**src/rtl/mul_share_ctrl_if.sv**
```systemverilog
// Request/response handshake bundle between two clients and the shared-multiplier controller.
interface mul_share_ctrl_if #(
    parameter int TAG_W = 4
);
    logic                    req0_valid;
    logic                    req0_ready;
    logic signed [15:0]      req0_a;
    logic signed [15:0]      req0_b;
    logic [TAG_W-1:0]        req0_tag;

    logic                    req1_valid;
    logic                    req1_ready;
    logic signed [15:0]      req1_a;
    logic signed [15:0]      req1_b;
    logic [TAG_W-1:0]        req1_tag;

    logic                    resp0_valid;
    logic                    resp0_ready;
    logic signed [31:0]      resp0_product;
    logic [TAG_W-1:0]        resp0_tag;

    logic                    resp1_valid;
    logic                    resp1_ready;
    logic signed [31:0]      resp1_product;
    logic [TAG_W-1:0]        resp1_tag;

    modport master (
        output req0_valid, req0_a, req0_b, req0_tag,
        input  req0_ready,
        output req1_valid, req1_a, req1_b, req1_tag,
        input  req1_ready,
        input  resp0_valid, resp0_product, resp0_tag,
        output resp0_ready,
        input  resp1_valid, resp1_product, resp1_tag,
        output resp1_ready
    );

    modport slave (
        input  req0_valid, req0_a, req0_b, req0_tag,
        output req0_ready,
        input  req1_valid, req1_a, req1_b, req1_tag,
        output req1_ready,
        output resp0_valid, resp0_product, resp0_tag,
        input  resp0_ready,
        output resp1_valid, resp1_product, resp1_tag,
        input  resp1_ready
    );
endinterface

```
**src/rtl/mul_share_ctrl.sv**
```systemverilog
// Shares one combinational 16x16 signed multiplier between two requesters; operands are
// held for CALC_CYCLES cycles (multicycle path) before the product is captured and returned.
module multiplier (
    input  logic signed [15:0] a,
    input  logic signed [15:0] b,
    output logic signed [31:0] answer
);
    assign answer = 32'(a) * 32'(b);
endmodule

module mul_share_ctrl #(
    parameter int CALC_CYCLES = 2,
    parameter int TAG_W       = 4
) (
    input  logic            clk,
    input  logic            rst,
    mul_share_ctrl_if.slave bus,
    output logic            busy
);
    typedef enum logic [1:0] {IDLE, CALC, RESP} state_t;

    localparam logic [3:0] CNT_LOAD = 4'(CALC_CYCLES - 1);

    state_t             state_q, state_d;
    logic [3:0]         cnt_q, cnt_d;
    logic               last_grant_q, last_grant_d;
    logic               owner_q, owner_d;
    logic signed [15:0] op_a_q, op_a_d;
    logic signed [15:0] op_b_q, op_b_d;
    logic signed [31:0] prod_q, prod_d;
    logic [TAG_W-1:0]   tag_q, tag_d;

    logic signed [31:0] mul_answer;
    logic               grant0, grant1;
    logic               req0_ready_c, req1_ready_c;

    // Operand registers feed the multiplier directly and stay frozen through CALC.
    multiplier u_mul (
        .a      (op_a_q),
        .b      (op_b_q),
        .answer (mul_answer)
    );

    always_comb begin
        grant0       = bus.req0_valid & (~bus.req1_valid | last_grant_q);
        grant1       = bus.req1_valid & (~bus.req0_valid | ~last_grant_q);
        req0_ready_c = 1'b0;
        req1_ready_c = 1'b0;
        state_d      = state_q;
        cnt_d        = cnt_q;
        last_grant_d = last_grant_q;
        owner_d      = owner_q;
        op_a_d       = op_a_q;
        op_b_d       = op_b_q;
        prod_d       = prod_q;
        tag_d        = tag_q;

        case (state_q)
            IDLE: begin
                req0_ready_c = grant0 & ~rst;
                req1_ready_c = grant1 & ~rst;
                if (grant0 | grant1) begin
                    owner_d      = grant1;
                    last_grant_d = grant1;
                    op_a_d       = grant1 ? bus.req1_a   : bus.req0_a;
                    op_b_d       = grant1 ? bus.req1_b   : bus.req0_b;
                    tag_d        = grant1 ? bus.req1_tag : bus.req0_tag;
                    cnt_d        = CNT_LOAD;
                    state_d      = CALC;
                end
            end
            CALC: begin
                if (cnt_q == 4'd0) begin
                    prod_d  = mul_answer;
                    state_d = RESP;
                end else begin
                    cnt_d = cnt_q - 4'd1;
                end
            end
            RESP: begin
                // Only the owner's ready completes the handshake.
                if (owner_q ? bus.resp1_ready : bus.resp0_ready) begin
                    state_d = IDLE;
                end
            end
            default: state_d = IDLE;
        endcase
    end

    always_ff @(posedge clk or posedge rst) begin
        if (rst) begin
            state_q      <= IDLE;
            cnt_q        <= '0;
            last_grant_q <= 1'b1;
            owner_q      <= 1'b0;
            op_a_q       <= '0;
            op_b_q       <= '0;
            prod_q       <= '0;
            tag_q        <= '0;
        end else begin
            state_q      <= state_d;
            cnt_q        <= cnt_d;
            last_grant_q <= last_grant_d;
            owner_q      <= owner_d;
            op_a_q       <= op_a_d;
            op_b_q       <= op_b_d;
            prod_q       <= prod_d;
            tag_q        <= tag_d;
        end
    end

    assign bus.req0_ready    = req0_ready_c;
    assign bus.req1_ready    = req1_ready_c;
    assign bus.resp0_valid   = (state_q == RESP) & ~owner_q;
    assign bus.resp1_valid   = (state_q == RESP) &  owner_q;
    assign bus.resp0_product = prod_q;
    assign bus.resp1_product = prod_q;
    assign bus.resp0_tag     = tag_q;
    assign bus.resp1_tag     = tag_q;
    assign busy              = (state_q != IDLE);
endmodule

```
**src/flat_wrapper.sv**
```systemverilog
// flat-port wrapper written by rule: the top's interface ports become plain ports
module mul_share_ctrl_flat 
#(
    parameter int CALC_CYCLES = 2,
    parameter int TAG_W       = 4
)
  (clk, rst, busy, bus_req0_valid, bus_req0_a, bus_req0_b, bus_req0_tag, bus_req0_ready, bus_req1_valid, bus_req1_a, bus_req1_b, bus_req1_tag, bus_req1_ready, bus_resp0_valid, bus_resp0_product, bus_resp0_tag, bus_resp0_ready, bus_resp1_valid, bus_resp1_product, bus_resp1_tag, bus_resp1_ready);
  mul_share_ctrl_if #(.TAG_W(TAG_W)) bus_i ();
  input  logic clk;
  input  logic rst;
  output logic busy;
  input wire logic [$bits(bus_i.req0_valid)-1:0] bus_req0_valid;
  input wire logic [$bits(bus_i.req0_a)-1:0] bus_req0_a;
  input wire logic [$bits(bus_i.req0_b)-1:0] bus_req0_b;
  input wire logic [$bits(bus_i.req0_tag)-1:0] bus_req0_tag;
  output wire logic [$bits(bus_i.req0_ready)-1:0] bus_req0_ready;
  input wire logic [$bits(bus_i.req1_valid)-1:0] bus_req1_valid;
  input wire logic [$bits(bus_i.req1_a)-1:0] bus_req1_a;
  input wire logic [$bits(bus_i.req1_b)-1:0] bus_req1_b;
  input wire logic [$bits(bus_i.req1_tag)-1:0] bus_req1_tag;
  output wire logic [$bits(bus_i.req1_ready)-1:0] bus_req1_ready;
  output wire logic [$bits(bus_i.resp0_valid)-1:0] bus_resp0_valid;
  output wire logic [$bits(bus_i.resp0_product)-1:0] bus_resp0_product;
  output wire logic [$bits(bus_i.resp0_tag)-1:0] bus_resp0_tag;
  input wire logic [$bits(bus_i.resp0_ready)-1:0] bus_resp0_ready;
  output wire logic [$bits(bus_i.resp1_valid)-1:0] bus_resp1_valid;
  output wire logic [$bits(bus_i.resp1_product)-1:0] bus_resp1_product;
  output wire logic [$bits(bus_i.resp1_tag)-1:0] bus_resp1_tag;
  input wire logic [$bits(bus_i.resp1_ready)-1:0] bus_resp1_ready;
  assign bus_i.req0_valid = bus_req0_valid;
  assign bus_i.req0_a = bus_req0_a;
  assign bus_i.req0_b = bus_req0_b;
  assign bus_i.req0_tag = bus_req0_tag;
  assign bus_req0_ready = bus_i.req0_ready;
  assign bus_i.req1_valid = bus_req1_valid;
  assign bus_i.req1_a = bus_req1_a;
  assign bus_i.req1_b = bus_req1_b;
  assign bus_i.req1_tag = bus_req1_tag;
  assign bus_req1_ready = bus_i.req1_ready;
  assign bus_resp0_valid = bus_i.resp0_valid;
  assign bus_resp0_product = bus_i.resp0_product;
  assign bus_resp0_tag = bus_i.resp0_tag;
  assign bus_i.resp0_ready = bus_resp0_ready;
  assign bus_resp1_valid = bus_i.resp1_valid;
  assign bus_resp1_product = bus_i.resp1_product;
  assign bus_resp1_tag = bus_i.resp1_tag;
  assign bus_i.resp1_ready = bus_resp1_ready;
  mul_share_ctrl #(.CALC_CYCLES(CALC_CYCLES), .TAG_W(TAG_W)) u_core (.clk(clk), .rst(rst), .bus(bus_i), .busy(busy));
endmodule
```
**config.mk**
```make
export PLATFORM = sky130hd
export DESIGN_NAME = mul_share_ctrl_flat
export DESIGN_NICKNAME = d
export VERILOG_FILES = /design/src/rtl/mul_share_ctrl_if.sv /design/src/rtl/mul_share_ctrl.sv /design/src/flat_wrapper.sv
export SDC_FILE = /design/constraint.sdc
export NUM_CORES = 1
export LEC_CHECK = 0
export ABC_CLOCK_PERIOD_IN_PS = 5640
export CAP_MARGIN = 5
export CELL_PAD_IN_SITES_DETAIL_PLACEMENT = 1
export CELL_PAD_IN_SITES_GLOBAL_PLACEMENT = 2
export CORE_MARGIN = 3
export CORE_UTILIZATION = 34
export DETAILED_ROUTE_END_ITERATION = 10
export PLACE_DENSITY = 0.79
export RECOVER_POWER = 100
export SLEW_MARGIN = 40
export SYNTH_ARGS = -nofsm -noshare
export SYNTH_HDL_FRONTEND = slang
export SYNTH_HIERARCHICAL = 1
export SYNTH_SLANG_ARGS = --single-unit
```
**constraint.sdc**
```tcl
create_clock -name clk -period 5.64 [get_ports clk]
set_input_delay 1.128 -clock clk [delete_from_list [all_inputs] [get_ports clk]]
set_output_delay 1.128 -clock clk [all_outputs]
set_load 0.03 [all_outputs]
```
After elaboration in Yosys (flattened, before gate mapping) --
Index checks and enable logic that the tools add are counted.
Word-level totals: bits in registers 76, input port bits 78, output and inout port bits 77, word-level logic and storage cells 51
Operators by class: $add $sub $neg 1, multipliers 1, eq/ne operators 6, multiplexer cells 13, bitwise gates (word level) 14, reductions and logical operators 8
Operator list (number):
- multiplier 16 x 16 -> 32 bit | 1
- two-way mux 16 bit | 2
- two-way mux 4 bit | 3
- one-hot mux 4 bit (2 select lines) | 1
- AND 1 bit | 6
- two-way mux 2 bit | 3
- inequality test 2 x 1 -> 1 bit, second input constant | 3
- one-hot mux 2 bit (3 select lines) | 1
- AND reduction 3 bit | 2
- NOT 1 bit | 5
- zero test 4 bit | 1
- AND reduction 2 bit | 2
- nonzero test 2 bit | 2
- subtractor 4 x 1 -> 4 bit, second input constant | 1
- two-way mux 1 bit | 3
- OR 1 bit | 3
- == test 2 x 1 -> 1 bit, second input constant | 1
- == test 2 bit, second input constant | 1
- zero test 2 bit | 1
- inequality test 2 bit, second input constant | 1

Depth between registers and ports, before layout --
Gate-level depths: netlist of run 1.
depth after elaboration 6, mapped depth 24, mapped depth without buffers 22

Hierarchy --
Netlist of run 1, hierarchy kept.
Modules (own cells, without submodules):
- multiplier | times used 1, cells an instance 1077, area an instance 9816.9 um2
- mul_share_ctrl | times used 1, cells an instance 271, area an instance 3811.2 um2

Worst setup path after synthesis of run 1 --
Ideal clock, no wire load.
kind reg2reg, from register u_core.op_a_q[11], to register u_core.prod_q[31] (netlist: u_core/bus.resp0_product[31]), library setup time 0.125 ns, arrival time 6.144 ns, required time 5.515 ns, path slack -0.629 ns, cell stages (with the launch flop) 22, path buffers 2, clock period less this slack 6.269 ns, path through dfrtp_1 clkbuf_1 nand2_1 fa_1 fa_1 fa_1 inv_1 fa_1 fa_1 inv_1 fa_1 inv_1 ha_1 buf_2 a211o_1 a22o_1 a211o_1 and3_4 a221o_1 nor4_1 nor3_1 mux2_2
Between the ends: cells in the longest elaborated chain, start to end 1
RTL lines:
- from (decl) | line mul_share_ctrl.sv:28 | logic signed [15:0] op_a_q, op_a_d;
- from (signal assigned) | line mul_share_ctrl.sv:105 | op_a_q <= op_a_d;
- multiplier 16 x 16 -> 32 bit | line mul_share_ctrl.sv:8 | assign answer = 32'(a) * 32'(b);
- via u_core.mul_answer[31] | line mul_share_ctrl.sv:33 | logic signed [31:0] mul_answer;
- to (signal assigned) | line mul_share_ctrl.sv:107 | prod_q <= prod_d;
- to (decl) | line mul_share_ctrl.sv:30 | logic signed [31:0] prod_q, prod_d;
The timed path passes the listed nets, and every way through them passes these cells. A chain may end at the register's enable or synchronous reset.

Worst setup path after layout of run 1 --
from register u_core.op_a_q[8], to register u_core.prod_q[27] (netlist: u_core/bus.resp0_product[27])
The elaborated chain is that of the path after synthesis.

==> results of run 1 <==
repair_timing:
item / in CTS / in global routing
hold endpoints to repair: 0 / 0
setup buffers: 13 / 19
endpoints found under the setup margin: 18 / 19
pin swaps: 42 / 41
resized for setup: 53 / 98
hold buffers: 0 / 0
worst register-to-register path: cells and delay by family (launching register included):
kind	cells	cell delay, ps
adder cells (fa/ha/maj)	7	3220
AO/OA/AOI/OAI	5	1270
buffers and inverters	6	500
flip-flops	1	410
AND/OR/NAND/NOR	2	340
multiplexers	1	260
XOR/XNOR	1	130
final cells by class:
| type | instances | area [um^2] | area share, % |
|---|---|---|---|
| clock buffer | 9 | 225.2 | 1.262 |
| clock inverter | 7 | 106.4 | 0.5960 |
| inverter | 293 | 1101 | 6.170 |
| multi-input combinational | 899 | 10550 | 59.14 |
| sequential | 76 | 1931 | 10.82 |
| tap | 518 | 648.1 | 3.632 |
| timing repair buffer | 362 | 3281 | 18.38 |
sequential cells by signal (all words and copies together) (netlist names):
signal and cells:
u_core/bus.resp0_product 32, u_core/op_a_q 16, u_core/op_b_q 16, u_core/bus.resp0_tag 4, u_core/cnt_q 4, u_core/state_q 2, u_core/last_grant_q 1, u_core/owner_q 1
worst paths after layout:
| check | from | endpoint | slack (ps) | depth (start not counted) |
|---|---|---|---|---|
| setup / recovery | u_core/op_a_q[8] | u_core/bus.resp0_product[27] | -600 | 22 |
| hold / removal | u_core/bus.resp0_product[25] | u_core/bus.resp0_product[25] | 530 | 1 |
| setup reg to reg | u_core/op_a_q[8] | u_core/bus.resp0_product[27] | -600 | 22 |
| hold reg to reg | u_core/bus.resp0_product[25] | u_core/bus.resp0_product[25] | 530 | 1 |
| max in group asynchronous | rst | u_core/op_a_q[15] | 1000 | 3 |
| min in group asynchronous | rst | u_core/state_q[0] | 1780 | 2 |
synth_stat cells (11+ instances only):
master / count / area (um^2)
sky130_fd_sc_hd__and2_1: 123 / 769.5
sky130_fd_sc_hd__buf_4: 42 / 315.3
sky130_fd_sc_hd__xnor2_1: 26 / 227.7
sky130_fd_sc_hd__a21oi_1: 22 / 110.1
sky130_fd_sc_hd__mux2_2: 77 / 867.1
sky130_fd_sc_hd__clkbuf_1: 31 / 116.4
sky130_fd_sc_hd__dfrtp_1: 75 / 1877
sky130_fd_sc_hd__mux2_4: 28 / 420.4
sky130_fd_sc_hd__o21ai_0: 15 / 75.07
sky130_fd_sc_hd__inv_1: 293 / 1100
sky130_fd_sc_hd__nand2_1: 132 / 495.5
sky130_fd_sc_hd__fa_1: 262 / 5245
sky130_fd_sc_hd__nor2_1: 30 / 112.6
sky130_fd_sc_hd__a21o_1: 11 / 82.58
sky130_fd_sc_hd__ha_1: 84 / 1051
metal layers:
metal	part of all wire (%)	wire, um	GRT usage, %
met1	39	14980	22.03
met5	0	0	0
met3	2.1	786	1.953
met2	55	21240	36.59
met4	3.3	1280	5.648
stage by stage:
step	hold WS [ps]	util [%]	instance area [um^2]
floorplan	478.9	-	13850
global placement	502.9	42.99	16810
detailed placement	521.7	43.21	16890
CTS	537.1	44.88	17550
global route	556.8	45.64	17840
finish	531.8	45.64	17840
kinds of logic after synthesis:
family,after synthesis,synth area share [%]
muxes,106,9.521
DFF,76,13.96
buffers and inverters,373,11.62
xor gates and xnor gates,35,2.249
adders and majority gates,346,46.20
AOI/OAI and AO/OA,86,4.251
and+or+nand+nor,326,12.19
==> qor.json, run 1 <==
{
  "run_status": {
    "run_status": "finished, violations left",
    "violated_checks": "capacitance limit, slew limit, setup timing"
  },
  "clock_tree": {
    "clock_tree.htree_level_count": 3,
    "cts_tree": "yes",
    "worst_skew_pair.late_latency_ps": 370,
    "root_buffer": "sky130_fd_sc_hd__clkbuf_16",
    "cts_inserted_buffers": 9,
    "clock_tree.buffer_depth": 2,
    "cts.sinks": 76,
    "clkTransAtPathRegs_ps": 70
  },
  "global_route": {
    "grt_antenna_before_repair": 0,
    "globalRouteOverflowTotal": 0,
    "grt_pass1_vias": 12020,
    "gr-usage-all-layers_pct": 18.97,
    "maximum_number_of_pins_on_one_net_before_global_route_repair": 42,
    "global_route_wire_length_before_repair_um": 62590
  },
  "worst_setup_path": {
    "path_class": "register to register",
    "timing.critical_path.to_type": "register",
    "crit_fanout": 5,
    "critPathLaunchType": "register",
    "slowest_delay_ps": 540,
    "worst_path_most_repeated_cell": "sky130_fd_sc_hd__fa_1",
    "cp_slowest_cell": "sky130_fd_sc_hd__fa_1",
    "critical_path_buf_inv_count": 6,
    "worstPathCellList": "buf_6 -> and2_4 -> fa_1 -> inv_1 -> fa_1 -> fa_1 -> inv_2 -> fa_1 -> fa_1 -> inv_2 -> fa_1 -> inv_2 -> ha_4 -> o211ai_1 -> a211oi_2 -> a22o_1 -> a211o_1 -> and3_4 -> a221o_1 -> buf_4 -> xor2_1 -> mux2_2",
    "arrival_ps": 6500,
    "critical-path-top-delay-family": "adder cells",
    "timing.critical_path.required_ps": 5900
  },
  "route": {
    "route.vias.total": 10020,
    "drt-initial-drc-count": 274,
    "postRouteWirelength_um": 38280,
    "detail_route.wl_per_cell_um": 17.69,
    "number_of_routed_nets_with_antenna_violations": 0,
    "drc": 0,
    "vias_per_cell": 4.630,
    "detail_route.first_pass.iterations": 4
  },
  "floorplan": {
    "floorplan.core_area_mm2": 0.03910,
    "ports_placed_on_the_boundary": 155,
    "starting_utilization_of_the_core_area_pct": 34.86,
    "die_y_um": 206.2,
    "die_x_um": 206.2,
    "die_area_mm2": 0.04252,
    "site_row_count": 72
  },
  "cells_and_area": {
    "num_antenna_cells": 0,
    "layout.cells.most_common": "sky130_fd_sc_hd__inv_1",
    "fin_nets": 2065,
    "flow.area_growth_from_synthesis_pct": 30.94,
    "layoutNonFillerInstCount": 2164,
    "most-common-layout-cells": "sky130_fd_sc_hd__inv_1, sky130_fd_sc_hd__fa_1, sky130_fd_sc_hd__buf_4, sky130_fd_sc_hd__nand2_1, sky130_fd_sc_hd__and2_1",
    "post_route_cells_drive_above_1_share_pct": 25.88,
    "fillCellCount": 4398
  },
  "sta": {
    "fin_ws_ps": -596.9,
    "grt_setup_unrepaired": "yes",
    "hold_viol": 0,
    "maxClockFrequency_mhz": 160.3,
    "fin_setup_tns_ps": -4615,
    "slew_viol_final": 117,
    "min_period_ps": 6237,
    "worst_case_headroom_to_the_max_slew_limit_pct": -44.68,
    "fin_skew_ps": 14.10,
    "fin_crit_sh_pct": 110.6,
    "final-setup-viol-count": 14,
    "tightestPinTransition_ps": 2170
  },
  "yosys": {
    "post_synth_inst_count": 1348,
    "synth.ff_latch_count": 76,
    "syn-num-nets": 1772,
    "synth.cell_area_mm2": 0.01363,
    "synthFlopType": "sky130_fd_sc_hd__dfrtp_1",
    "synth_warn": 6,
    "yosys.cell_types.count": 59,
    "synth_edf_count": 0,
    "synthArstFlopShare_pct": 100.0,
    "post_synth.cell_area_avg_um2": 10.11,
    "yosysSeqAreaShare_pct": 13.96
  },
  "placement": {
    "dpl_worst_slack_ps": -901.2,
    "portBuffers": 154,
    "number_of_placed_instances_with_taps_included": 2118,
    "gp_routability_congestion": 0.8592,
    "post-dp-hpwl_um": 32010
  },
  "job": {
    "drv_cap": 3
  },
  "min_path": {
    "min-delay-path-class": "register to register"
  }
}
Power of run 1 is left out: the tool's default activity adds up to more than one toggle a clock period on the data nets, which glitch-free logic cannot reach.
==> run 2: changes to the inputs <==
Settings changed: CORE_UTILIZATION 34 to 39, DONT_BUFFER_PORTS set to 1.
==> run 2 against run 1 <==
- highest routed layer is now met5
- critical path type unchanged
- the run still ends with capacitance limit, slew limit, setup timing left
- utilization up 2.5 points
- die area down 12%
- worst setup slack worse by 46 ps
- clock skew about the same
- wire length down 3.3%
- final cell count down 9.8%
- flip-flop and latch count unchanged
- non-clock buffer count down 143
==> qor.json, run 2 (synthesized netlist as in run 1, its figures left out) <==
{
  "cells_and_area": {
    "layout.cells.most_common": "sky130_fd_sc_hd__inv_1",
    "most-common-layout-cells": "sky130_fd_sc_hd__inv_1, sky130_fd_sc_hd__fa_1, sky130_fd_sc_hd__buf_4, sky130_fd_sc_hd__nand2_1, sky130_fd_sc_hd__and2_1",
    "largest_register_ffs": 32,
    "fin_nets": 1922,
    "flow.area_growth_from_synthesis_pct": 19.84,
    "fin_area_mm2": 0.01633,
    "layoutNonFillerInstCount": 1951,
    "post_route_cells_drive_above_1_share_pct": 30.94,
    "num_antenna_cells": 0
  },
  "sta": {
    "min_period_ps": 6283,
    "fin_skew_ps": 14.28,
    "hold_viol": 0,
    "worst_case_headroom_to_the_max_slew_limit_pct": -57.42,
    "fin_crit_sh_pct": 111.4,
    "maxClockFrequency_mhz": 159.2,
    "final-setup-viol-count": 15,
    "tightestPinTransition_ps": 2361,
    "slew_viol_final": 117,
    "grt_setup_unrepaired": "yes",
    "fin_setup_tns_ps": -4473,
    "whs_ps": 525.6,
    "fin_ws_ps": -643.0
  },
  "route": {
    "drc": 0,
    "drt-initial-drc-count": 286,
    "detail_route.first_pass.iterations": 4,
    "vias_per_cell": 4.933,
    "detail_route.wl_per_cell_um": 18.97,
    "route.vias.total": 9624,
    "postRouteWirelength_um": 37010,
    "number_of_routed_nets_with_antenna_violations": 0
  },
  "global_route": {
    "global_route_wire_length_before_repair_um": 60460,
    "grt_pass1_vias": 11580,
    "grt_antenna_before_repair": 1,
    "globalRouteOverflowTotal": 0,
    "maximum_number_of_pins_on_one_net_before_global_route_repair": 41,
    "gr-usage-all-layers_pct": 21.17
  },
  "worst_setup_path": {
    "cp_slowest_cell": "sky130_fd_sc_hd__fa_2",
    "r2r_slack_ps": -640,
    "path_class": "register to register",
    "timing.critical_path.to_type": "register",
    "worstPathCellList": "buf_6 -> buf_4 -> and2_4 -> fa_1 -> fa_1 -> fa_2 -> fa_1 -> fa_1 -> inv_1 -> fa_1 -> inv_2 -> ha_4 -> a21o_1 -> a21oi_2 -> nand3b_1 -> a211o_1 -> and3_4 -> a221o_1 -> a211o_1 -> mux2_2",
    "arrival_ps": 6550,
    "crit_fanout": 6,
    "timing.critical_path.required_ps": 5900,
    "slowest_delay_ps": 550,
    "critPathLaunchType": "register",
    "worst_path_most_repeated_cell": "sky130_fd_sc_hd__fa_1"
  },
  "clock_tree": {
    "cts_tree": "yes",
    "root_buffer": "sky130_fd_sc_hd__clkbuf_16",
    "hold_buffers": 0,
    "worst_skew_pair.late_latency_ps": 380,
    "clock_tree.htree_level_count": 3,
    "cts_inserted_buffers": 9,
    "cts.sinks": 76,
    "clock_tree.buffer_depth": 2,
    "clkTransAtPathRegs_ps": 70
  },
  "min_path": {
    "min-delay-path-class": "register to register"
  },
  "job": {
    "drv_cap": 3
  },
  "floorplan": {
    "site_row_count": 67,
    "starting_utilization_of_the_core_area_pct": 40.14,
    "die_x_um": 192.9,
    "floorplan.core_area_mm2": 0.03395,
    "die_y_um": 192.9,
    "die_area_mm2": 0.03722,
    "ports_placed_on_the_boundary": 155
  },
  "run_status": {
    "run_status": "finished, violations left",
    "violated_checks": "capacitance limit, slew limit, setup timing"
  },
  "placement": {
    "portBuffers": 0,
    "placedInstanceArea_mm2": 0.01519,
    "post-dp-hpwl_um": 29990,
    "gp_routability_congestion": 0.8239,
    "number_of_placed_instances_with_taps_included": 1888
  }
}
-- run 2: cell types whose count changed in the layout (fill, tap and decap cells not counted), sizes merged --
cell | before | now
dlygate4sd3 | 80 | 0
clkdlybuf4s50 | 74 | 0
buf | 203 | 213
bufinv | 2 | 0
clkbuf | 14 | 16
clkinv | 2 | 1
clkinvlp | 1 | 2
inv | 295 | 296
-- run 2: per-layer routing --
metal | wire length, um | vias to the layer above | track usage [%] | part of all wire [%]
met5 | 13 | - | 0 | 0.035
met4 | 1074 | 2 | 7.344 | 2.9
met3 | 962 | 59 | 2.784 | 2.6
met2 | 19910 | 134 | 39.33 | 54
met1 | 15050 | 5065 | 25.15 | 41
li1 | - | 4364 | - | -
-- run 2: final timing paths --
| check | from | end | cells after the start |
|---|---|---|---|
| min in group asynchronous | rst | u_core/op_b_q[11] | 1 |
| min reg2reg | u_core/cnt_q[1] | u_core/cnt_q[1] | 1 |
| min | u_core/cnt_q[1] | u_core/cnt_q[1] | 1 |
| max | u_core/op_b_q[5] | u_core/bus.resp0_product[29] | 20 |
| max in group asynchronous | rst | u_core/op_a_q[8] | 2 |
| max reg2reg | u_core/op_b_q[5] | u_core/bus.resp0_product[29] | 20 |
-- run 2: timing repair --
action	CTS	global route
pin swaps	61	33
resized for setup	117	55
setup endpoints to repair	19	19
buffers inserted	36	20
-- run 2: layout make-up --
class	instances	area, um^2
fillers	3778	17620
multi-input cells	899	10660
flip-flops and latches	76	1934
repair buffers	219	1785
inverters	293	1101
well taps	448	560.5
clock buffers	10	239.0
clock inverters	6	53.80
-- run 2: critical path: cells and delay by family, from the launching register on --
kind | cells | cell delay [ps]
AND/OR/NAND/NOR | 3 | 430
multiplexers | 1 | 250
AO/OA/AOI/OAI | 5 | 1440
buffers and inverters | 4 | 400
flip-flops | 1 | 480
adder cells (fa/ha/maj) | 7 | 3180
-- run 2: metrics by stage --
stage	setup slack [ps]	util [%]
floorplan	-405.7	-
global route	-840.2	48.10
CTS	-546.1	47.46
detailed placement	-839.4	44.75
finish	-643.0	48.10
global placement	-762.3	44.70
Power of run 2 is left out for the same reason.
==> patch 1: new RTL, config.mk and constraints of run 2 <==
Reset style: synchronous (`rst`), changed in one clocked block.
--- a/src/rtl/mul_share_ctrl.sv
+++ b/src/rtl/mul_share_ctrl.sv
@@ -87,7 +87,7 @@
         endcase
     end
 
-    always_ff @(posedge clk or posedge rst) begin
+    always_ff @(posedge clk) begin
         if (rst) begin
             state_q      <= IDLE;
             cnt_q        <= '0;
Check against the original RTL: not equivalent (a bounded check fails within 4 cycles, from zero or initial values and one cycle with rst high; the reset may be asserted at any time).
==> patch 1 against run 2 <==
The flow finishes with violations (setup timing). Cell area decreased by 3.4%. Wire length grew 18%. Setup slack better by 120 ps. Area after synthesis fell by 1.7%. Clock skew is 2.6 ps lower. Sequential cell count stayed put. Critical path depth up 3. Count of clock-buffer cells in the layout shrank 1. Cell count increased by 5.5%. Critical path type unchanged. Highest routed layer unchanged.
Power is left out: it rests on default switching activity, and per cell area and clock period it moved more than threefold.
==> patch 1: results (changes against run 2) <==
Placed design
  • GPL Wtd Cong: 0.868 (was 0.824)
  • Placed Area: 14900 sq um (was 15200 sq um)
  • DPL Wire Length: 35900 microns (was 30000 microns)
  • DP Worst Slack: -770 ps (was -839 ps)

Hold path
  • Hold Crit Depth: 2 (was 1)
  • Hold Crit Start: u_core/owner_q (was u_core/cnt_q[1])
  • Hold EP: u_core/owner_q (was u_core/cnt_q[1])

Yosys
  • Main area contributors after synthesis: fa_1, dfxtp_1, inv_1 (was fa_1, dfrtp_1, inv_1)
  • FFs w/ async S/R, synth: 0% (was 100%)
  • Synth warnings: 6 (unchanged)
  • Synthesized instance count: 1516 (was 1348)
  • Most common library cells after synthesis: inv_1, fa_1, nand2_1, and2_1, a21oi_1 (was inv_1, fa_1, nand2_1, and2_1, ha_1)
  • Syn nets: 1940 (was 1772)
  • Top_reg_cell synth: dfxtp_1 (was dfrtp_1)
  • Seq/Total Area, Yosys: 11.4% (was 14.0%)
  • Unique masters post-synth: 66 (was 59)

Routing
  • DRT antenna net count: 0 (unchanged)
  • DRC viols: 0 (unchanged)
  • Vias: 10712 (was 9624)
  • Routed WL: 43600 microns (was 37000 microns)
  • Pre-Repair DR Iteration Count: 5 (was 4)
  • Post-DR wirelength/cell: 21.2 microns (was 19.0 microns)
  • Iter 0 DRT Violations: 564 (was 286)

Status
  • Status: finished with violations (unchanged)
  • Violated checks: setup timing (was capacitance limit, slew limit, setup timing)

Cells and area
  • Ratio of cells with drive above 1 in the final layout: 20.6% (was 30.9%)
  • Max reg flops: 32 (unchanged)
  • Fillcell total: 4016 (was 3778)
  • N_diodes: 0 (unchanged)
  • Layout Nets: 2029 (was 1922)

Critical path
  • Cell family with most CP delay: adder cells (unchanged)
  • Crit end category: flip-flop (unchanged)
  • RR Startpoint: u_core/op_a_q[8] (was u_core/op_b_q[5])
  • CP max stage cell: fa_1 (was fa_2)
  • Worst r2r dst: u_core/bus.resp0_product[29] (unchanged)
  • CP Max Fanout: 5 (was 6)
  • CP Launch Point: u_core/op_a_q[8] (was u_core/op_b_q[5])
  • Arr. time, crit path: 6430 ps (was 6550 ps)
  • Delay of the slowest critical-path stage: 550 ps (about the same)
  • R2R cell count: 23 (was 20)

GRT
  • Total GRT Usage: 24.4% (was 21.2%)
  • Initial antenna violation count: 2 (was 1)
  • Number of global-route vias before repair: 12156 (was 11583)
  • First-pass GRT wire length: 68100 microns (was 60500 microns)
  • Largest net degree at the start of global routing: 79 (was 41)

STA
  • Worst slew pin tran: 789 ps (was 2360 ps)
  • Final setup TNS: -3660 ps (was -4470 ps)
  • Slack of the critical path: -527 ps (was -643 ps)
  • Fin Hold WS: 542 ps (was 526 ps)
  • Clock Skew: 11.7 ps (was 14.3 ps)
  • # setup viols final: 13 (was 15)

Clocking
  • CTS H-Tree Depth: 3 (unchanged)
  • TritonCTS buffer count: 9 (unchanged)

Die
  • Die area: 36600 sq um (was 37200 sq um)
## patch 1: layout make-up
cell class,instances,area [sq um],area share (%)
Clock buffer,9,225,1.43
Clock inverter,7,73.8,0.468
Inverter,290,1090,6.90
Multi-Input combinational cell,1039,10600,67.3
Sequential cell,76,1600,10.2
Tap cell,448,561,3.55
Timing Repair Buffer,189,1600,10.1
## patch 1: logic make-up after synthesis
family	synth area share (%)
buffers and inverters	12.7
xor gates and xnor gates	2.29
AOI/OAI and AO/OA	10.6
DFF	11.4
muxes	0.149
and+or+nand+nor	15.9
adders and majority gates	47.0
## patch 1: per-layer routing
metal | routed length [microns] | GRT usage [%] | part of all wire [%]
met1 | 19000 | 31.7 | 44
met2 | 21700 | 42.4 | 50
met3 | 1770 | 4.07 | 4.1
met4 | 1100 | 5.81 | 2.5
met5 | 13 | 0 | 0.030
## patch 1: timing repair
item / in CTS / in global routing
pin swaps: 40 / 31
setup endpoints to repair: 18 / 18
resized for setup: 86 / 45
hold endpoints to repair: 0 / 0
buffers inserted: 8 / 11
==> patch 2: new RTL, flow settings as in run 2 <==
Made on the original files. `TAG_W` is set to 4 in 3 places; all go to 3.
--- a/src/rtl/mul_share_ctrl_if.sv
+++ b/src/rtl/mul_share_ctrl_if.sv
@@ -1,6 +1,6 @@
 // Request/response handshake bundle between two clients and the shared-multiplier controller.
 interface mul_share_ctrl_if #(
-    parameter int TAG_W = 4
+    parameter int TAG_W = 3
 );
     logic                    req0_valid;
     logic                    req0_ready;
--- a/src/rtl/mul_share_ctrl.sv
+++ b/src/rtl/mul_share_ctrl.sv
@@ -10,7 +10,7 @@
 
 module mul_share_ctrl #(
     parameter int CALC_CYCLES = 2,
-    parameter int TAG_W       = 4
+    parameter int TAG_W       = 3
 ) (
     input  logic            clk,
     input  logic            rst,
--- a/src/flat_wrapper.sv
+++ b/src/flat_wrapper.sv
@@ -2,7 +2,7 @@
 module mul_share_ctrl_flat 
 #(
     parameter int CALC_CYCLES = 2,
-    parameter int TAG_W       = 4
+    parameter int TAG_W       = 3
 )
   (clk, rst, busy, bus_req0_valid, bus_req0_a, bus_req0_b, bus_req0_tag, bus_req0_ready, bus_req1_valid, bus_req1_a, bus_req1_b, bus_req1_tag, bus_req1_ready, bus_resp0_valid, bus_resp0_product, bus_resp0_tag, bus_resp0_ready, bus_resp1_valid, bus_resp1_product, bus_resp1_tag, bus_resp1_ready);
   mul_share_ctrl_if #(.TAG_W(TAG_W)) bus_i ();
Interface: changed (resized bus_req0_tag, bus_req1_tag, bus_resp0_tag and bus_resp1_tag); port bits go from 155 to 151. The function was not compared with the original's and may differ.
==> patch 2 against run 2 <==
Sequential share of layout area decreased by 0.18 points. Largest cell class unchanged. Sequential cell count decreased by 1. The flow still finishes with violations (capacitance limit, slew limit, setup timing). Setup slack improved by 16 ps. Area after synthesis increased by 0.51%. Global-route usage decreased by 0.50 points. Cell area increased by 0.27%. Wire length increased by 0.87%.
Power is left out: the tool's default activity adds up to more than one toggle a clock period on the data nets, which glitch-free logic cannot reach.
==> patch 2: results (changes against run 2) <==
STA
  • Slack of the critical path: -627 ps (was -643 ps)
  • Clock Skew: 12.1 ps (was 14.3 ps)
  • Final slew viol count: 78 (was 117)
  • Final setup TNS: -4000 ps (was -4470 ps)
  • # setup viols final: 13 (was 15)

GRT
  • Number of global-route vias before repair: 11455 (was 11583)
  • First-pass GRT wire length: 60800 microns (was 60500 microns)
  • Total GRT Usage: 20.7% (was 21.2%)
  • Initial antenna violation count: 0 (was 1)

Placed design
  • DPL Wire Length: 30700 microns (was 30000 microns)
  • Placed Area: 15400 sq um (was 15200 sq um)

Cells and area
  • Ratio of cells with drive above 1 in the final layout: 29.3% (was 30.9%)
  • Fin cells: 1962 (was 1951)
  • Layout Nets: 1924 (was 1922)

Critical path
  • Worst r2r dst: u_core/bus.resp0_product[31] (was u_core/bus.resp0_product[29])
  • RR Startpoint: u_core/op_b_q[3] (was u_core/op_b_q[5])
  • Delay of the slowest critical-path stage: 590 ps (was 550 ps)
  • Arr. time, crit path: 6580 ps (was 6550 ps)

Routing
  • Routed WL: 37300 microns (was 37000 microns)
  • Iter 0 DRT Violations: 308 (was 286)

Job
  • Max-Cap Viols: 2 (was 3)

Yosys
  • Syn nets: 1766 (was 1772)
  • Main area contributors after synthesis: fa_1, dfrtp_1, inv_1 (unchanged)
  • Unique masters post-synth: 63 (was 59)

Status
  • Status: finished with violations (unchanged)
  • Violated checks: capacitance limit, slew limit, setup timing (unchanged)
[patch 2: cell types whose count changed after synthesis, sizes merged]
cell / delta
buf: -1
dfrtp: -1
mux2: -2
[patch 2: final cells by class]
cell class / count / area [sq um] / share of cell area (%)
Multi-Input combinational cell: 897 / 10600 / 64.8
Sequential cell: 75 / 1910 / 11.7
Timing Repair Buffer: 226 / 1900 / 11.6
Inverter: 293 / 1100 / 6.72
Tap cell: 455 / 569 / 3.48
Clock buffer: 10 / 239 / 1.46
Clock inverter: 6 / 46.3 / 0.283
[patch 2: timing repair]
action                                 CTS  global route
setup endpoints to repair               19            18
endpoints found under the hold margin    0             0
setup buffers                           32            17
pin swaps                               38            51
gates resized for setup                100            64
[patch 2: per-layer routing]
layer / part of all wire [%] / GRT usage (%) / vias up / wire length (microns)
met5: 0 / 0 / - / 0
met4: 3.7 / 7.29 / 0 / 1370
met3: 2.2 / 2.63 / 66 / 836
met2: 54 / 39.1 / 133 / 20300
met1: 40 / 23.9 / 5043 / 14900
li1: - / - / 4353 / -
[patch 2: how the worst max path moves through the flow]
| stage | from | to |
|---|---|---|
| floorplan | u_core/op_a_q[8] | u_core/bus.resp0_product[31] |
| global placement | u_core/op_b_q[5] | u_core/bus.resp0_product[31] |
| detailed placement | u_core/op_b_q[3] | u_core/bus.resp0_product[31] |
| CTS | u_core/op_b_q[5] | u_core/bus.resp0_product[31] |
| global route | u_core/op_b_q[4] | u_core/bus.resp0_product[31] |
| finish | u_core/op_b_q[3] | u_core/bus.resp0_product[31] |
[patch 2: cell families after synthesis]
kind of cell / synth area share, %
and+or+nand+nor: 12.1
muxes: 10.1
AOI/OAI and AO/OA: 4.23
DFF: 13.7
buffers and inverters: 11.6
xor gates and xnor gates: 2.24
adders and majority gates: 46.0
[patch 2: per-stage QoR]
stage | hold WS (ps) | util, %
after floorplan | 479 | -
after global placement | 506 | 44.4
after detailed placement | 505 | 44.6
after CTS | 525 | 46.9
after global routing | 553 | 47.4
final | 519 | 47.4
